## src/rtl/pci_reg_arbiter.sv

```systemverilog
// rtl/pci_reg_arbiter.sv - PCI/local shared register bank with fixed-priority arbitration and doorbells
// PCI wins ties until it has taken MAX_PCI_STREAK grants in a row over a waiting local request.
module pci_reg_arbiter #(
  parameter int ADDR_BITS      = 2,
  parameter int MAX_PCI_STREAK = 4
) (
  input  logic                      CLK,
  input  logic                      RST_N,
  input  logic                      PCI_REQ,
  input  logic                      PCI_WE,
  input  logic [ADDR_BITS-1:0]      PCI_ADDR,
  input  logic [31:0]               PCI_WDATA,
  input  logic [3:0]                PCI_BE_N,
  output logic                      PCI_GNT,
  output logic                      PCI_RVALID,
  output logic [31:0]               PCI_RDATA,
  input  logic                      LOC_REQ,
  input  logic                      LOC_WE,
  input  logic [ADDR_BITS-1:0]      LOC_ADDR,
  input  logic [31:0]               LOC_WDATA,
  input  logic [3:0]                LOC_BE,
  output logic                      LOC_GNT,
  output logic                      LOC_RVALID,
  output logic [31:0]               LOC_RDATA,
  input  logic [(1<<ADDR_BITS)-1:0] LOC_ACK,
  output logic [(1<<ADDR_BITS)-1:0] DOORBELL,
  output logic                      DOORBELL_ANY
);

  localparam int DEPTH = 1 << ADDR_BITS;
  localparam logic [3:0] MAX_CNT = 4'(MAX_PCI_STREAK);

  logic [31:0]          r_bank [DEPTH];
  logic [3:0]           r_cnt;
  logic [DEPTH-1:0]     r_doorbell;
  logic [31:0]          r_pci_rdata;
  logic [31:0]          r_loc_rdata;
  logic                 r_pci_rvalid;
  logic                 r_loc_rvalid;

  logic                 w_pci_gnt;
  logic                 w_loc_gnt;
  logic                 w_we;
  logic [ADDR_BITS-1:0] w_addr;
  logic [31:0]          w_wdata;
  logic [3:0]           w_be;
  logic [DEPTH-1:0]     w_db_set;
  logic [DEPTH-1:0]     w_one;

  // Grants are gated by RST_N so nothing is granted while reset is held.
  assign w_pci_gnt = RST_N & PCI_REQ & (~LOC_REQ | (r_cnt < MAX_CNT));
  assign w_loc_gnt = RST_N & LOC_REQ & (~PCI_REQ | (r_cnt >= MAX_CNT));

  assign w_we    = (w_pci_gnt & PCI_WE) | (w_loc_gnt & LOC_WE);
  assign w_addr  = w_pci_gnt ? PCI_ADDR  : LOC_ADDR;
  assign w_wdata = w_pci_gnt ? PCI_WDATA : LOC_WDATA;
  assign w_be    = w_pci_gnt ? ~PCI_BE_N : LOC_BE;

  assign w_one    = {{(DEPTH-1){1'b0}}, 1'b1};
  assign w_db_set = (w_pci_gnt & PCI_WE & ~(&PCI_BE_N)) ? (w_one << PCI_ADDR) : '0;

  always_ff @(posedge CLK or negedge RST_N) begin
    if (!RST_N) begin
      r_cnt <= '0;
    end else if (!LOC_REQ || w_loc_gnt) begin
      r_cnt <= '0;
    end else if (w_pci_gnt && (r_cnt < MAX_CNT)) begin
      r_cnt <= r_cnt + 4'd1;
    end
  end

  always_ff @(posedge CLK or negedge RST_N) begin
    if (!RST_N) begin
      for (int i = 0; i < DEPTH; i++) r_bank[i] <= '0;
    end else if (w_we) begin
      for (int b = 0; b < 4; b++) begin
        if (w_be[b]) r_bank[w_addr][8*b +: 8] <= w_wdata[8*b +: 8];
      end
    end
  end

  always_ff @(posedge CLK or negedge RST_N) begin
    if (!RST_N) begin
      r_pci_rdata  <= '0;
      r_loc_rdata  <= '0;
      r_pci_rvalid <= 1'b0;
      r_loc_rvalid <= 1'b0;
    end else begin
      r_pci_rvalid <= w_pci_gnt & ~PCI_WE;
      r_loc_rvalid <= w_loc_gnt & ~LOC_WE;
      if (w_pci_gnt && !PCI_WE) r_pci_rdata <= r_bank[PCI_ADDR];
      if (w_loc_gnt && !LOC_WE) r_loc_rdata <= r_bank[LOC_ADDR];
    end
  end

  // Set is applied after clear so a same-cycle set/ack leaves the bit set.
  always_ff @(posedge CLK or negedge RST_N) begin
    if (!RST_N) begin
      r_doorbell <= '0;
    end else begin
      r_doorbell <= (r_doorbell & ~LOC_ACK) | w_db_set;
    end
  end

  assign PCI_GNT      = w_pci_gnt;
  assign LOC_GNT      = w_loc_gnt;
  assign PCI_RVALID   = r_pci_rvalid;
  assign PCI_RDATA    = r_pci_rdata;
  assign LOC_RVALID   = r_loc_rvalid;
  assign LOC_RDATA    = r_loc_rdata;
  assign DOORBELL     = r_doorbell;
  assign DOORBELL_ANY = |r_doorbell;

endmodule
```

## config.mk

```make
export PLATFORM = sky130hd
export DESIGN_NAME = pci_reg_arbiter
export DESIGN_NICKNAME = d
export VERILOG_FILES = /design/src/rtl/pci_reg_arbiter.sv
export SDC_FILE = /design/constraint.sdc
export NUM_CORES = 1
export LEC_CHECK = 0
export BUFFER_PORTS_ARGS = -buffer_cell sky130_fd_sc_hd__buf_2
export CAP_MARGIN = 20
export CELL_PAD_IN_SITES_DETAIL_PLACEMENT = 1
export CELL_PAD_IN_SITES_GLOBAL_PLACEMENT = 1
export CORE_ASPECT_RATIO = 0.75
export CORE_MARGIN = 2
export CORE_UTILIZATION = 40
export DETAILED_ROUTE_END_ITERATION = 8
export PLACE_DENSITY = 0.8
export SLEW_MARGIN = 20
export SYNTH_ARGS = -nofsm -noshare
export SYNTH_HDL_FRONTEND = slang
export SYNTH_SLANG_ARGS = --single-unit
export TNS_END_PERCENT = 50
```

## constraint.sdc

```tcl
create_clock -name CLK -period 1.9 [get_ports CLK]
set_clock_uncertainty 0.2 [all_clocks]
set_input_delay 0.38 -clock CLK [delete_from_list [all_inputs] [get_ports CLK]]
set_output_delay 0.38 -clock CLK [all_outputs]
set_load 0.01 [all_outputs]
```

==> results by group, run 1 <==
Status
  • Status: finished, violations left
  • Failing checks: setup timing

Die
  • FP Rows: 49
  • Chip width: 185 µm
  • DIE HEIGHT: 140 µm
  • Starting Density: 0.409
  • I/O pins: 159
  • Die ar.: 0.0259 mm²
  • Core Box Area: 0.0241 mm²

Global routing
  • Pin count of the biggest net entering global routing: 122
  • Vias in the first global route: 9468
  • Initial antenna violation count: 0
  • Grt ovf: 0
  • Global-route wire length before repair: 61200 µm
  • All-Layer GR Usage: 0.318

Finish
  • Fin cells: 1325
  • Share of cells above drive strength 1: 0.574
  • Storage cell area: 0.00505 mm²
  • Area Overhead vs Synth: 44.4%
  • Multi-input logic area: 0.00540 mm²
  • Fillers: 2283
  • Diode count: 0
  • Fin nets: 1068

Synthesis
  • Number of synthesized flops with an enable pin: 0
  • Sequential area share after synthesis: 0.513
  • Async set-reset flop share out of synthesis: 1.00
  • Ys flop type: dfrtp_1
  • Area of the mapped netlist: 0.00985 mm²
  • Synth unique cells: 37
  • Yosys Warn Count: 0
  • Syn Nets: 786
  • Syn Inst Count: 699
  • FF+latch count, synth: 202
  • Syn Area/Cell: 14.1 µm²

STA
  • Max Clk Rate: 0.420 GHz
  • Fin. Hold Viols: 0
  • Pins Over Slew Limit: 0
  • RSZ-0062 raised after global routing: true
  • Final period utilization: 1.25
  • Max_slew headroom: 0.273
  • Final Critical Period: 2380 ps
  • Worst setup margin: -479 ps
  • Number of setup violations in the final report: 198
  • Worst hold slack: 19.5 ps
  • Slew at the pin with the worst max-slew slack: 1090 ps

CTS
  • Worst-path clk slew: 70 ps
  • Worst-case clock buffer depth: 3
  • Skew-Pair Late Insertion Delay: 530 ps
  • Clock buffer count from CTS: 22
  • CTS root buf: clkbuf_16
  • TritonCTS clock tree: built
  • # clock sinks: 202
  • H-tree Lvls: 1

Placed design
  • GP Congestion: 0.888
  • Place WS: -366 ps
  • I/O Buffers: 158
  • DP HPWL: 23900 µm
  • Placed insts: 1264

Worst setup path
  • CP Capture Type: register
  • Setup CP Type: register to register
  • Crit-path max FO: 8
  • Crit path arrival time: 2580 ps
  • Startpoint Class: register
  • Worst path required time: 2100 ps

Detailed routing
  • Iter 0 DRT Violations: 992
  • Routed wire per std cell: 33.9 µm
  • Total routed wirelength: 45000 µm
  • Post-route ant nets: 0
  • Vias per cell: 6.73
  • Via count: 8918
  • DRC Markers: 0
  • Pre-antenna DRT Iters: 7

Pwr
  • Lkg Pwr: 5.91 nW
  • Pwr Density: 1190 mW/mm²
  • VDD IR max: 0.652 mV

Min path
  • Hold crit path type: input port to async pin

Job
  • Max_cap viols: 0
-- where the power goes --
part / switching, mW / internal [mW] / leakage [nW]
sequential: 1.47 / 5.87 / 2.37
combinational: 2.22 / 3.03 / 3.19
clock: 1.82 / 2.53 / 0.348
-- layout make-up --
type,instances,share of cell area
inverters,4,0.00106
flip-flops and latches,202,0.355
clock inverters,3,0.00281
well taps,331,0.0291
clock buffers,34,0.0469
repair buffers,313,0.185
multi-input cells,438,0.379
-- layer usage --
| metal | share of wire | GRT usage |
|---|---|---|
| met1 | 0.38 | 0.415 |
| met2 | 0.47 | 0.509 |
| met3 | 0.089 | 0.0720 |
| met4 | 0.058 | 0.147 |
| met5 | 0 | 0 |
-- final timing paths --
kind                                from             to  slack [ps]  cells past startpoint
setup / recovery                r_cnt[3]     r_bank[31]        -480                      9
hold / removal                     RST_N     r_bank[86]          20                      3
setup reg to reg                r_cnt[3]     r_bank[31]        -480                      9
hold reg to reg            PCI_RDATA[29]  PCI_RDATA[29]         310                      1
max in group asynchronous          RST_N    r_bank[116]          80                      3
min in group CLK                 LOC_REQ       r_cnt[0]          30                      2
-- flip-flops by register name (all words and copies together) (netlist names) --
name,cells
LOC_RDATA,32
DOORBELL,4
PCI_RVALID,1
PCI_RDATA,32
r_cnt,4
LOC_RVALID,1
r_bank,128
-- kinds of logic (layout without fill, tap and decap cells) --
logic type                 Yosys count  after routing  synth area share
AOI/OAI and AO/OA                  221            221             0.180
DFF                                202            202             0.513
muxes                              128            128             0.219
and+or+nand+nor                     85             88            0.0568
buffers and inverters               62            354            0.0298
adders and majority gates            1              1           0.00127
-- per-stage QoR --
step | util | area (µm²) | TNS (ps) | power, mW
2_1_floorplan | - | 10100 | -20360 | 9.63
3_3_place_gp | 0.510 | 12300 | -38450 | 11.3
3_5_place_dp | 0.510 | 12300 | -48300 | 11.6
4_1_cts | 0.566 | 13600 | -40840 | 16.3
5_1_grt | 0.591 | 14200 | -59590 | 17.4
6_report | 0.591 | 14200 | -58760 | 16.9
-- placed cells by master, fill, tap and decap left out, drive strengths merged, types with 3 or more instances in the layout --
master / netlist / routed
a22oi: 16 / 16
dlygate4sd3: 0 / 7
o22a: 128 / 128
nor2b: 3 / 3
nand2b: 4 / 4
inv: 4 / 4
a21oi: 33 / 33
dfrtp: 202 / 202
o21ai: 4 / 4
nor3: 38 / 38
nand2: 8 / 8
mux4: 64 / 64
or3: 7 / 7
buf: 38 / 304
nand4b: 4 / 4
and2: 5 / 8
nor2: 4 / 4
o22ai: 35 / 35
mux2: 64 / 64
nor4b: 4 / 4
clkbuf: 20 / 36
-- synth_stat cells, types with 5 or more instances --
cell type | n | area (µm²)
nand2_1 | 7 | 26.3
dfrtp_1 | 202 | 5050
a22oi_2 | 16 | 200
and2_1 | 5 | 31.3
o22ai_1 | 35 | 219
o22a_1 | 128 | 1120
mux4_2 | 64 | 1440
buf_2 | 31 | 155
nor3_1 | 36 | 180
mux2_2 | 64 | 721
clkbuf_1 | 20 | 75.1
a21oi_1 | 33 | 165
-- critical path, stage by stage (launching register included) --
cell and delay (ps):
dfrtp_1 420, o21a_4 270, buf_12 140, buf_12 140, buf_4 160, o211ai_4 240
buf_6 180, a22oi_2 110, buf_12 170, o22a_1 210
-- repair_timing --
| item | CTS | global route |
|---|---|---|
| setup buffers | 13 | 24 |
| resized for setup | 103 | 98 |
| pin swaps | 32 | 75 |
| hold buffers | 7 | 0 |
| endpoints found under the setup margin | 198 | 199 |
| endpoints found under the hold margin | 22 | 0 |
| cloned | 5 | 0 |
(Power assumes the default switching activity.)
==> run 2, diff against run 1 <==
--- a/config.mk
+++ b/config.mk
@@ -5,7 +5,7 @@
 export SDC_FILE = /design/constraint.sdc
 export NUM_CORES = 1
 export LEC_CHECK = 0
-export BUFFER_PORTS_ARGS = -buffer_cell sky130_fd_sc_hd__buf_2
+export BUFFER_PORTS_ARGS = -buffer_cell sky130_fd_sc_hd__clkbuf_2
 export CAP_MARGIN = 20
 export CELL_PAD_IN_SITES_DETAIL_PLACEMENT = 1
 export CELL_PAD_IN_SITES_GLOBAL_PLACEMENT = 1
==> run 2 against run 1 <==
The flow still finishes with violations (setup timing). Hold slack better by 99 ps. Combinational power down 6.3%. Maximum frequency up 3.2%. First-iteration DRC count down 16%. Critical path type unchanged. Largest power group unchanged.
==> results by group, run 2 (same netlist as run 1, synthesis figures left out) <==
STA
  • Final period utilization: 1.21 (-0.0389)
  • Max_slew headroom: 0.545 (+0.272)
  • Fin. Hold Viols: 0 (unchanged)
  • Slew at the pin with the worst max-slew slack: 683 ps (-405 ps)
  • Number of setup violations in the final report: 195 (-1.5%)
  • Worst hold slack: 119 ps (+99.1 ps)
  • RSZ-0062 raised after global routing: true
  • Final Critical Period: 2310 ps (-73.9 ps)
  • Max Clk Rate: 0.434 GHz (+3.2%)
  • Worst setup margin: -405 ps (+73.9 ps)
  • Pins Over Slew Limit: 0 (unchanged)

Pwr
  • Pwr Density: 1200 mW/mm² (+1.1%)
  • P_int: 11.5 mW (+0.79%)
  • Part of the power in registers: 0.426 (-0.007)
  • Lkg Pwr: 5.76 nW (-2.4%)
  • Switching pwr: 5.42 mW (-1.6%)
  • Tot Pwr: 16.9 mW (about the same)
  • VDD IR max: 0.616 mV (-5.5%)
  • Clock network fraction of total power: 0.284 (+0.027)
  • Logic pwr share: 0.290 (-0.020)
  • Switch share: 0.320 (-0.00533)

Detailed routing
  • Via count: 8588 (-3.7%)
  • Post-route ant nets: 0 (unchanged)
  • Routed wire per std cell: 31.0 µm (-8.6%)
  • Pre-antenna DRT Iters: 5 (-2)
  • DRC Markers: 0 (unchanged)
  • Vias per cell: 6.48 (-3.7%)
  • Total routed wirelength: 41100 µm (-8.6%)
  • Iter 0 DRT Violations: 830 (-16%)

Die
  • Chip width: 185 µm (unchanged)
  • FP Rows: 49 (unchanged)
  • Core Box Area: 0.0241 mm² (unchanged)
  • DIE HEIGHT: 140 µm (unchanged)
  • Die ar.: 0.0259 mm² (unchanged)
  • I/O pins: 159 (unchanged)
  • Starting Density: 0.409 (unchanged)

Placed design
  • GP Congestion: 0.817 (-8.0%)
  • I/O Buffers: 158 (unchanged)
  • Placed insts: 1270 (+0.47%)
  • DP HPWL: 23400 µm (-2.1%)
  • Dpl cell area: 0.0123 mm² (-0.14%)
  • Place WS: -409 ps (-43.9 ps)

Finish
  • Area Overhead vs Synth: 42.8%
  • Fin cells: 1325 (unchanged)
  • Fillers: 2312 (+1.3%)
  • Leading cell type in the layout, fill and taps excluded: dfrtp_1
  • Reg with most FFs: r_bank
  • Most frequent cells in the layout: dfrtp_1 (202), clkbuf_2 (155), o22a_1 (128)
  • Max reg flops: 128 (unchanged)
  • Share of cells above drive strength 1: 0.576 (+0.00159)
  • Fin nets: 1063 (-0.47%)
  • Final instance area: 0.0141 mm² (-1.1%)

CTS
  • Skew-Pair Late Insertion Delay: 540 ps (about the same)
  • H-tree Lvls: 1 (unchanged)
  • # clock sinks: 202 (unchanged)
  • Clock buffer count from CTS: 23 (+4.5%)
  • CTS root buf: clkbuf_16
  • Worst-case clock buffer depth: 3 (unchanged)
  • TritonCTS clock tree: built
  • Worst-path clk slew: 70 ps (about the same)

Worst setup path
  • Setup CP Type: register to register
  • Crit path arrival time: 2510 ps (-70 ps)
  • CP peak stage delay: 420 ps (about the same)
  • Top cell by count, worst path: buf_6
  • R2R setup slack: -410 ps (+70 ps)
  • Startpoint Class: register
  • Worst path required time: 2110 ps (about the same)
  • Crit path max-delay cell type: dfrtp_1
  • CP Capture Type: register
  • Crit-path max FO: 8 (unchanged)
  • Crit-path cells: o21a_4 > buf_12 > buf_8 > nor4b_4 > buf_6 > buf_6 > o22ai_4 > o22a_1

Status
  • Status: finished, violations left
  • Failing checks: setup timing

Min path
  • Hold crit path type: input port to register

Global routing
  • Global-route wire length before repair: 57200 µm (-6.5%)
  • Initial antenna violation count: 0 (unchanged)
  • Grt ovf: 0 (unchanged)
  • Vias in the first global route: 9226 (-2.6%)
  • Pin count of the biggest net entering global routing: 115 (-5.7%)
  • All-Layer GR Usage: 0.294 (-0.0239)

Job
  • Max_cap viols: 0 (unchanged)
run 2: changes by cell type in the layout (fill, tap and decap cells not counted), sizes merged, moves of 2 or more:
| cell | before | now |
|---|---|---|
| clkinv | 2 | 6 |
| clkbuf | 36 | 186 |
| inv | 4 | 6 |
| buf | 304 | 146 |
| bufinv | 1 | 3 |
run 2: per-stage QoR:
step / TNS, ps / util
after global placement: -47630 / 0.509
after floorplan: -20360 / -
after CTS: -45610 / 0.558
after detailed placement: -49460 / 0.509
final: -46400 / 0.584
after global routing: -50270 / 0.584
run 2: path summary, 6_finish.rpt:
kind                                    start  depth (start not counted)            end
worst max-delay path                 r_cnt[3]                          8    r_bank[127]
worst max register to register       r_cnt[3]                          8    r_bank[127]
max in group asynchronous               RST_N                          4     r_bank[26]
worst min register to register  LOC_RDATA[15]                          1  LOC_RDATA[15]
worst min-delay path                  LOC_REQ                          4       r_cnt[3]
min in group asynchronous               RST_N                          3       r_cnt[3]
run 2: power by group through the flow:
stage	sequential, mW	clock, mW	combinational, mW
floorplan	7.03	0	2.60
global placement	6.94	0	4.33
detailed placement	7.10	0	4.53
CTS	7.08	4.76	4.70
global route	7.36	5.01	5.19
finish	7.22	4.81	4.92
run 2: worst max-delay path, delay by kind of cell, from the launching register on:
kind	cells	cell delay, ps
flops	1	420
buf+inv	4	610
simple gates	1	320
compound gates	3	620
run 2: cell type report:
class                   count  area (µm²)  share of cell area
diodes                      1        2.50            0.000178
clock buffers              30         642              0.0456
clock inverters            12         166              0.0118
inverters                   4        15.0             0.00107
multi-input cells         437        5310               0.378
flip-flops and latches    202        5050               0.359
well taps                 331         414              0.0294
repair buffers            308        2460               0.175
run 2: layer usage:
layer	track usage	share of wire	wire length, µm	vias to the layer above
met1	0.390	0.39	15900	4498
met2	0.456	0.48	19900	550
met3	0.0741	0.082	3360	143
met4	0.140	0.047	1930	0
met5	0	0	0	-
li1	-	-	-	3397
run 2: what timing repair did:
action	4_1_cts	5_1_grt
gates resized for setup	56	109
gates cloned	2	0
endpoints found under the setup margin	197	266
hold buffers	6	0
setup buffers	9	23
pin swaps	27	76
endpoints found under the hold margin	25	0
